===== src/rtl/uart_pkg.sv =====
// Shared types and defaults for the UART transmit path.
// The PARITY state exists only when UART_TX_PARITY_EN is defined.
package uart_pkg;

    localparam int   DEF_CLKS_PER_BIT = 868;
    localparam int   DEF_DATA_W       = 8;
    localparam logic LINE_IDLE        = 1'b1;

    typedef enum logic [2:0] {
        ST_IDLE   = 3'd0,
        ST_START  = 3'd1,
        ST_DATA   = 3'd2,
        ST_STOP   = 3'd3
`ifdef UART_TX_PARITY_EN
        ,
        ST_PARITY = 3'd4
`endif
    } tx_state_e;

endpackage


===== src/rtl/uart_baud_cnt.sv =====
// Bit timer: counts 0..CLKS_PER_BIT-1 and wraps, held at zero while clr_i is high.
// Exposes end-of-bit (last) and one-before-end (pre_last) flags.
module uart_baud_cnt
    import uart_pkg::*;
#(
    parameter int CLKS_PER_BIT = DEF_CLKS_PER_BIT,
    parameter int CNT_W        = $clog2(CLKS_PER_BIT)
) (
    input  logic             clk,
    input  logic             rst,
    input  logic             clr_i,
    output logic [CNT_W-1:0] cnt_o,
    output logic             last_o,
    output logic             pre_last_o
);

    logic [CNT_W-1:0] cnt_q;
    logic [CNT_W-1:0] cnt_d;

    assign last_o     = (cnt_q == CNT_W'(CLKS_PER_BIT - 1));
    assign pre_last_o = (cnt_q == CNT_W'(CLKS_PER_BIT - 2));
    assign cnt_o      = cnt_q;

    // Wrapping at the bit end is what clears the count on every state change.
    always_comb begin
        cnt_d = cnt_q + 1'b1;
        if (clr_i || last_o)
            cnt_d = '0;
    end

    always_ff @(posedge clk or posedge rst) begin
        if (rst)
            cnt_q <= '0;
        else
            cnt_q <= cnt_d;
    end

endmodule


===== src/rtl/uart_tx_ctrl.sv =====
// UART transmit framing controller driving an external loadable right-shift register.
// Define UART_TX_PARITY_EN to insert an even-parity bit between data and stop.
module uart_tx_ctrl
    import uart_pkg::*;
#(
    parameter int DATA_W       = DEF_DATA_W,
    parameter int CLKS_PER_BIT = DEF_CLKS_PER_BIT
) (
    input  logic              clk,
    input  logic              rst,
    input  logic              tx_valid,
    input  logic [DATA_W-1:0] tx_data,
    output logic              tx_ready,
    output logic              sh_load,
    output logic              sh_enable,
    output logic [DATA_W-1:0] sh_data,
    input  logic              sh_q,
    output logic              tx,
    output logic              busy,
    output logic              done
);

    localparam int IDX_W = (DATA_W > 1) ? $clog2(DATA_W) : 1;
    localparam int CNT_W = $clog2(CLKS_PER_BIT);

    tx_state_e        state_q;
    logic [IDX_W-1:0] idx_q;
    logic             done_q;
    logic             busy_q;
    logic             accept;
    logic             bit_last;
    logic             bit_pre_last;
    logic [CNT_W-1:0] cnt_unused;
`ifdef UART_TX_PARITY_EN
    logic             parity_q;
`endif

    // The controller only needs the flags; the raw count stays on the port for debug.
    uart_baud_cnt #(
        .CLKS_PER_BIT (CLKS_PER_BIT),
        .CNT_W        (CNT_W)
    ) u_baud (
        .clk        (clk),
        .rst        (rst),
        .clr_i      (state_q == ST_IDLE),
        .cnt_o      (cnt_unused),
        .last_o     (bit_last),
        .pre_last_o (bit_pre_last)
    );

    assign tx_ready = (state_q == ST_IDLE);
    assign accept   = tx_valid & tx_ready;
    assign sh_load  = accept;
    assign sh_data  = tx_data;
    // Shift one cycle early: the register's Q lags enable by two edges.
    assign sh_enable = (state_q == ST_DATA) && bit_pre_last &&
                       (idx_q != IDX_W'(DATA_W - 1));
    assign busy = busy_q;
    assign done = done_q;

    always_ff @(posedge clk or posedge rst) begin
        if (rst) begin
            state_q  <= ST_IDLE;
            idx_q    <= '0;
            done_q   <= 1'b0;
            busy_q   <= 1'b0;
`ifdef UART_TX_PARITY_EN
            parity_q <= 1'b0;
`endif
        end else begin
            done_q <= 1'b0;
            case (state_q)
                ST_IDLE: begin
                    if (accept) begin
                        state_q  <= ST_START;
                        busy_q   <= 1'b1;
`ifdef UART_TX_PARITY_EN
                        parity_q <= ^tx_data;
`endif
                    end
                end
                ST_START: begin
                    if (bit_last) begin
                        state_q <= ST_DATA;
                        idx_q   <= '0;
                    end
                end
                ST_DATA: begin
                    if (bit_last) begin
                        if (idx_q == IDX_W'(DATA_W - 1)) begin
                            idx_q   <= '0;
`ifdef UART_TX_PARITY_EN
                            state_q <= ST_PARITY;
`else
                            state_q <= ST_STOP;
`endif
                        end else begin
                            idx_q <= idx_q + 1'b1;
                        end
                    end
                end
`ifdef UART_TX_PARITY_EN
                ST_PARITY: begin
                    if (bit_last)
                        state_q <= ST_STOP;
                end
`endif
                ST_STOP: begin
                    if (bit_last) begin
                        state_q <= ST_IDLE;
                        busy_q  <= 1'b0;
                        done_q  <= 1'b1;
                    end
                end
                default: begin
                    state_q <= ST_IDLE;
                    busy_q  <= 1'b0;
                end
            endcase
        end
    end

    always_comb begin
        tx = LINE_IDLE;
        case (state_q)
            ST_START:  tx = ~LINE_IDLE;
            ST_DATA:   tx = sh_q;
`ifdef UART_TX_PARITY_EN
            ST_PARITY: tx = parity_q;
`endif
            default:   tx = LINE_IDLE;
        endcase
    end

endmodule

===== config.mk =====
export PLATFORM = sky130hd
export DESIGN_NAME = uart_tx_ctrl
export DESIGN_NICKNAME = d
export VERILOG_FILES = /design/src/rtl/uart_pkg.sv /design/src/rtl/uart_baud_cnt.sv /design/src/rtl/uart_tx_ctrl.sv
export SDC_FILE = /design/constraint.sdc
export NUM_CORES = 1
export LEC_CHECK = 0
export CAP_MARGIN = 15
export CELL_PAD_IN_SITES_DETAIL_PLACEMENT = 2
export CELL_PAD_IN_SITES_GLOBAL_PLACEMENT = 2
export CORE_MARGIN = 10
export CORE_UTILIZATION = 33
export CTS_BUF_LIST = sky130_fd_sc_hd__clkbuf_4 sky130_fd_sc_hd__clkbuf_8
export DETAILED_ROUTE_END_ITERATION = 12
export PLACE_DENSITY = 0.83
export SKIP_LAST_GASP = 1
export SLEW_MARGIN = 20
export SYNTH_ARGS = -nofsm -noshare
export SYNTH_HDL_FRONTEND = slang
export SYNTH_HIERARCHICAL = 1
export SYNTH_SLANG_ARGS = --single-unit

===== constraint.sdc =====
create_clock -name clk -period 4.3 [get_ports clk]
set_input_delay 0.86 -clock clk [delete_from_list [all_inputs] [get_ports clk]]
set_output_delay 0.86 -clock clk [all_outputs]
set_load 0.01 [all_outputs]

# Word level (Yosys, flattened, before mapping)
# Index checks and enable logic that the tools add are counted.
# word_totals
regBits,18
out_inout_bits,14
wordCells,46
# op_classes
n_addsub,2
eq_ne,12
muxes,16
bitwise_logic,2
n_reduce_logical,9
# op_table
operator,n
$mux 3,7
$eq 10x10->1 const B,2
$pmux 3 s4,1
$add 10x1->10 const B,1
$mux 10,1
$ne 2x1->1 const B,5
$eq 3x2->1 const B,2
$pmux 3 s2,1
$reduce_and 3->1,2
$reduce_and 5->1,1
$mux 1,4
$add 3x1->3 const B,1
$eq 3x1->1 const B,1
$eq 3x3->1 const B,1
$logic_not 3->1,1
$ne 3x3->1 const B,1
$pmux 1 s3,1
$logic_and 1x1->1,2
$pmux 1 s2,1
$reduce_bool 2->1,1
$reduce_or 2->1,1
$and 1x1->1,1
$logic_or 1x1->1,1
$not 1->1,1

# Longest topological paths before layout
# depth
depth_word,4
ltp_mapped,6
depth_no_buf,6

# Modules after synthesis
# Netlist, hierarchy kept.
# by_module_without_submodules
mod,instances,cells_each,area_per_inst_um2,seq_area_each_um2
uart_baud_cnt,1,55,525.5,250.2
uart_tx_ctrl,1,45,495.5,175.2

# Worst setup path after synthesis
# Ideal clock, no wire load.
# synth_timing
path_type,flip-flop to output port
from,register state_q[0]
to,output port sh_enable
arrival_ns,1.135
required_time_ns,3.440
slack_ns,2.305
stages_incl_launch_ff,5
cell_sequence,dfrtp_1 > inv_1 > ha_1 > nor2b_1 > and2_1
# synth_between
elab_chain_cells,3
# synth_rtl
item,line_no,text
from (decl),uart_tx_ctrl.sv:26,tx_state_e state_q;
from (signal assigned),uart_tx_ctrl.sv:63,state_q <= ST_IDLE;
from (signal assigned),uart_tx_ctrl.sv:75,state_q <= ST_START;
from (signal assigned),uart_tx_ctrl.sv:84,state_q <= ST_DATA;
$eq 3x2->1,uart_tx_ctrl.sv:56,assign sh_enable = (state_q == ST_DATA) && bit_pre_last &&
$logic_and 1x1->1 (2 in series),uart_tx_ctrl.sv:56,
to (decl),uart_tx_ctrl.sv:15,"output logic sh_enable,"
# Every way passes these cells.

# Worst setup path in the final report
# Ends and elaborated chain as after synthesis.

==> metrics <==
clock power share=0.153; origin of the worst min-delay path=idx_q[0]$_DFFE_PP0P_; DR vias=734; GRT busiest layer=met2; dpl hpwl=~1800 µm; largest net degree at the start of global routing=11; 1st-iter DRT viols=41; Die Width=75.6 µm; cell count after synthesis=100; Num CTS Buffers=3; Comb pwr share=0.474; filler instances=~340; Root Driver=clkbuf_4; crit end category=output pin; Post-synth EDFFs=0; grt met2 use=0.159; DRC=0; final WL=between 2000 and 2500 µm; Period minus WS final=~3000 ps; RSZ-0062 raised after global routing=no; number of global-route vias before repair=roughly 830; clock tree from TritonCTS=yes; dominant cell type by area after synthesis=dfrtp_1; register area share after synthesis=0.417; num ports=26; post-cts hold buffer count=0; Synth Flop Type=dfrtp_1; H-tree depth=1; Sw Share=0.389; Antenna Diode Count=0; Area Growth Syn to Fin=9.44%; Power Density=roughly 560 mW/mm²; final hold violation count=0; GRT Resource Usage Total=0.0932; PostCTS Resize Cnt=0; Int Pwr=between 300 and 400 µW; status=finished, final reports clean; Crit. Startpoint=state_q[0]$_DFFE_PP0P_; total setup buffers inserted after CTS=0; met3 Resource Use GR=0.0313; num rows=20; clk slew on worst S/H paths=approximately 100 ps; share of layout cells above drive strength 1=0.125; HP Class=reg2reg; Syn. warnings=6; part of the power in registers=0.373; Achievable Freq=327 MHz; Slew headroom=0.648; Post-DRT Antenna Nets=0; first-pass GRT wire length=between 4000 and 5000 µm; Skew-Pair Late Insertion Delay=290 ps; peak fanout along the critical path=6; ys async rst share=1.00; VDD IR max=about 0.17 mV; most common cell in the netlist=dfrtp_1; maxcap violations=0; Final Skew=approximately 0.96 ps; Final Cycle Share=0.712; arrival time at the worst endpoint=around 2200 ps; height of the die=roughly 76 µm; setup TNS=0 ps; Synth top cells by count=dfrtp_1, inv_1, buf_4, ha_1, nor2_1; clk sinks=17; Via density=5.36; Nets=125; global route overflow=0; maximum clock path buffer count=2; net load switching power=about 240 µW; Worst setup SP type=register; Synthesized Nets=120; mapped cell area=roughly 0.0010 mm²; Port Buffers=9; Yosys top cell area share=0.417; DR pass1 iterations=3; final setup fails=0; Netlist cell types=34; synth top area cells=dfrtp_1, ha_1, buf_4, inv_1, a221oi_4; max-slew violations=0; core area=between 0.003 and 0.004 mm²; Leakage=~0.50 nW; Starting Density=0.340; die area=between 0.005 and 0.006 mm²; wire per inst=~17 µm; worst hold slack=between 500 and 600 ps; Syn Area/Cell=about 10 µm²; slew of the pin with the lowest slew margin=527 ps; reg2reg start=u_baud/cnt_o[2]$_DFF_PP0_; initial antenna violation count=0; synthesized flop and latch total=17; global placement routability congestion=0.749; global-route track usage on met1=0.0999; Setup Crit Path Kind=reg2out; WP data required=about 3400 ps
[per-stage QoR]
stage               worst slack (ps)  instances  power (mW)  utilization  area [µm²]
finish                          1240        137       0.629        0.372        1120
global route                    1100        137       0.680        0.372        1120
CTS                             1220        137       0.641        0.372        1120
detailed placement              1410        133       0.541        0.362        1090
global placement                1430        133       0.518        0.362        1090
floorplan                       2310        100       0.451            -        1020
[cell families after synthesis]
logic type | count (synthesis) | synth area share
XOR/XNOR | 3 | 0.0257
multiplexers | 2 | 0.0245
flip-flops | 17 | 0.417
adder cells (fa/ha/maj) | 8 | 0.0980
buffers and inverters | 18 | 0.0968
AND/OR/NAND/NOR | 33 | 0.180
AO/OA/AOI/OAI | 19 | 0.158
[critical path, cell delays in order (launching register included)]
cell	delay, ps
dfrtp_1	430
inv_1	100
ha_1	350
nor2b_1	310
and2_1	180
clkdlybuf4s50_1	540
[flip-flops by register name, indices dropped and copies added, names as in the netlist]
register	cells
busy	1
done	1
idx_q	3
state_q	2
u_baud/cnt_o	10
[final timing paths]
path | slack [ps] | depth (start not counted) | end
worst min-delay path | 520 | 1 | idx_q[0]$_DFFE_PP0P_
max in group asynchronous | 3170 | 2 | u_baud/cnt_o[3]$_DFF_PP0_
worst min register to register | 520 | 1 | idx_q[0]$_DFFE_PP0P_
worst max register to register | 2100 | 6 | state_q[1]$_DFFE_PP0P_
worst max-delay path | 1240 | 5 | sh_enable
min in group asynchronous | 830 | 2 | idx_q[1]$_DFFE_PP0P_
[power groups by stage]
stage	Clock (mW)	Combinational (mW)	Sequential, mW
final	0.0964	0.298	0.235
after global placement	0	0.283	0.235
after detailed placement	0	0.302	0.239
after floorplan	0	0.221	0.230
after global routing	0.112	0.329	0.239
after CTS	0.0996	0.305	0.235
[metal layers]
| layer | routed length (µm) | vias to the layer above |
|---|---|---|
| met1 | 1010 | 370 |
| met5 | 0 | - |
| li1 | - | 350 |
| met3 | 80 | 2 |
| met4 | 10 | 0 |
| met2 | 1200 | 12 |
[layout by cell type (no fill, tap or decap)]
master / n
and3_1: 1
nor2b_1: 2
nor3_1: 2
nand4_1: 2
o21ai_0: 5
mux2i_1: 1
xor2_1: 2
nand3_2: 1
o32a_1: 2
or3_2: 1
nand2_1: 5
nor2_1: 7
and2_2: 1
and2b_1: 1
a21oi_1: 4
or3_1: 2
or4_4: 1
dfrtp_1: 17
xnor2_1: 1
a41o_1: 1
clkdlybuf4s50_1: 9
a32o_1: 2
nand3_1: 3
clkbuf_4: 4
o21ba_4: 1
ha_1: 8
inv_1: 9
nand2_2: 1
o31ai_1: 2
mux2_4: 1
a21oi_2: 1
or4_1: 1
a221oi_4: 1
and2_1: 2
[cell type report]
cell class                 count  area [µm²]  area share
multi-input combinational     65         497       0.445
sequential                    17         425       0.381
timing repair buffer           9        90.1      0.0806
tap                           33        41.3      0.0370
inverter                       9        33.8      0.0302
clock buffer                   4        30.0      0.0269
(Power assumes the default switching activity.)
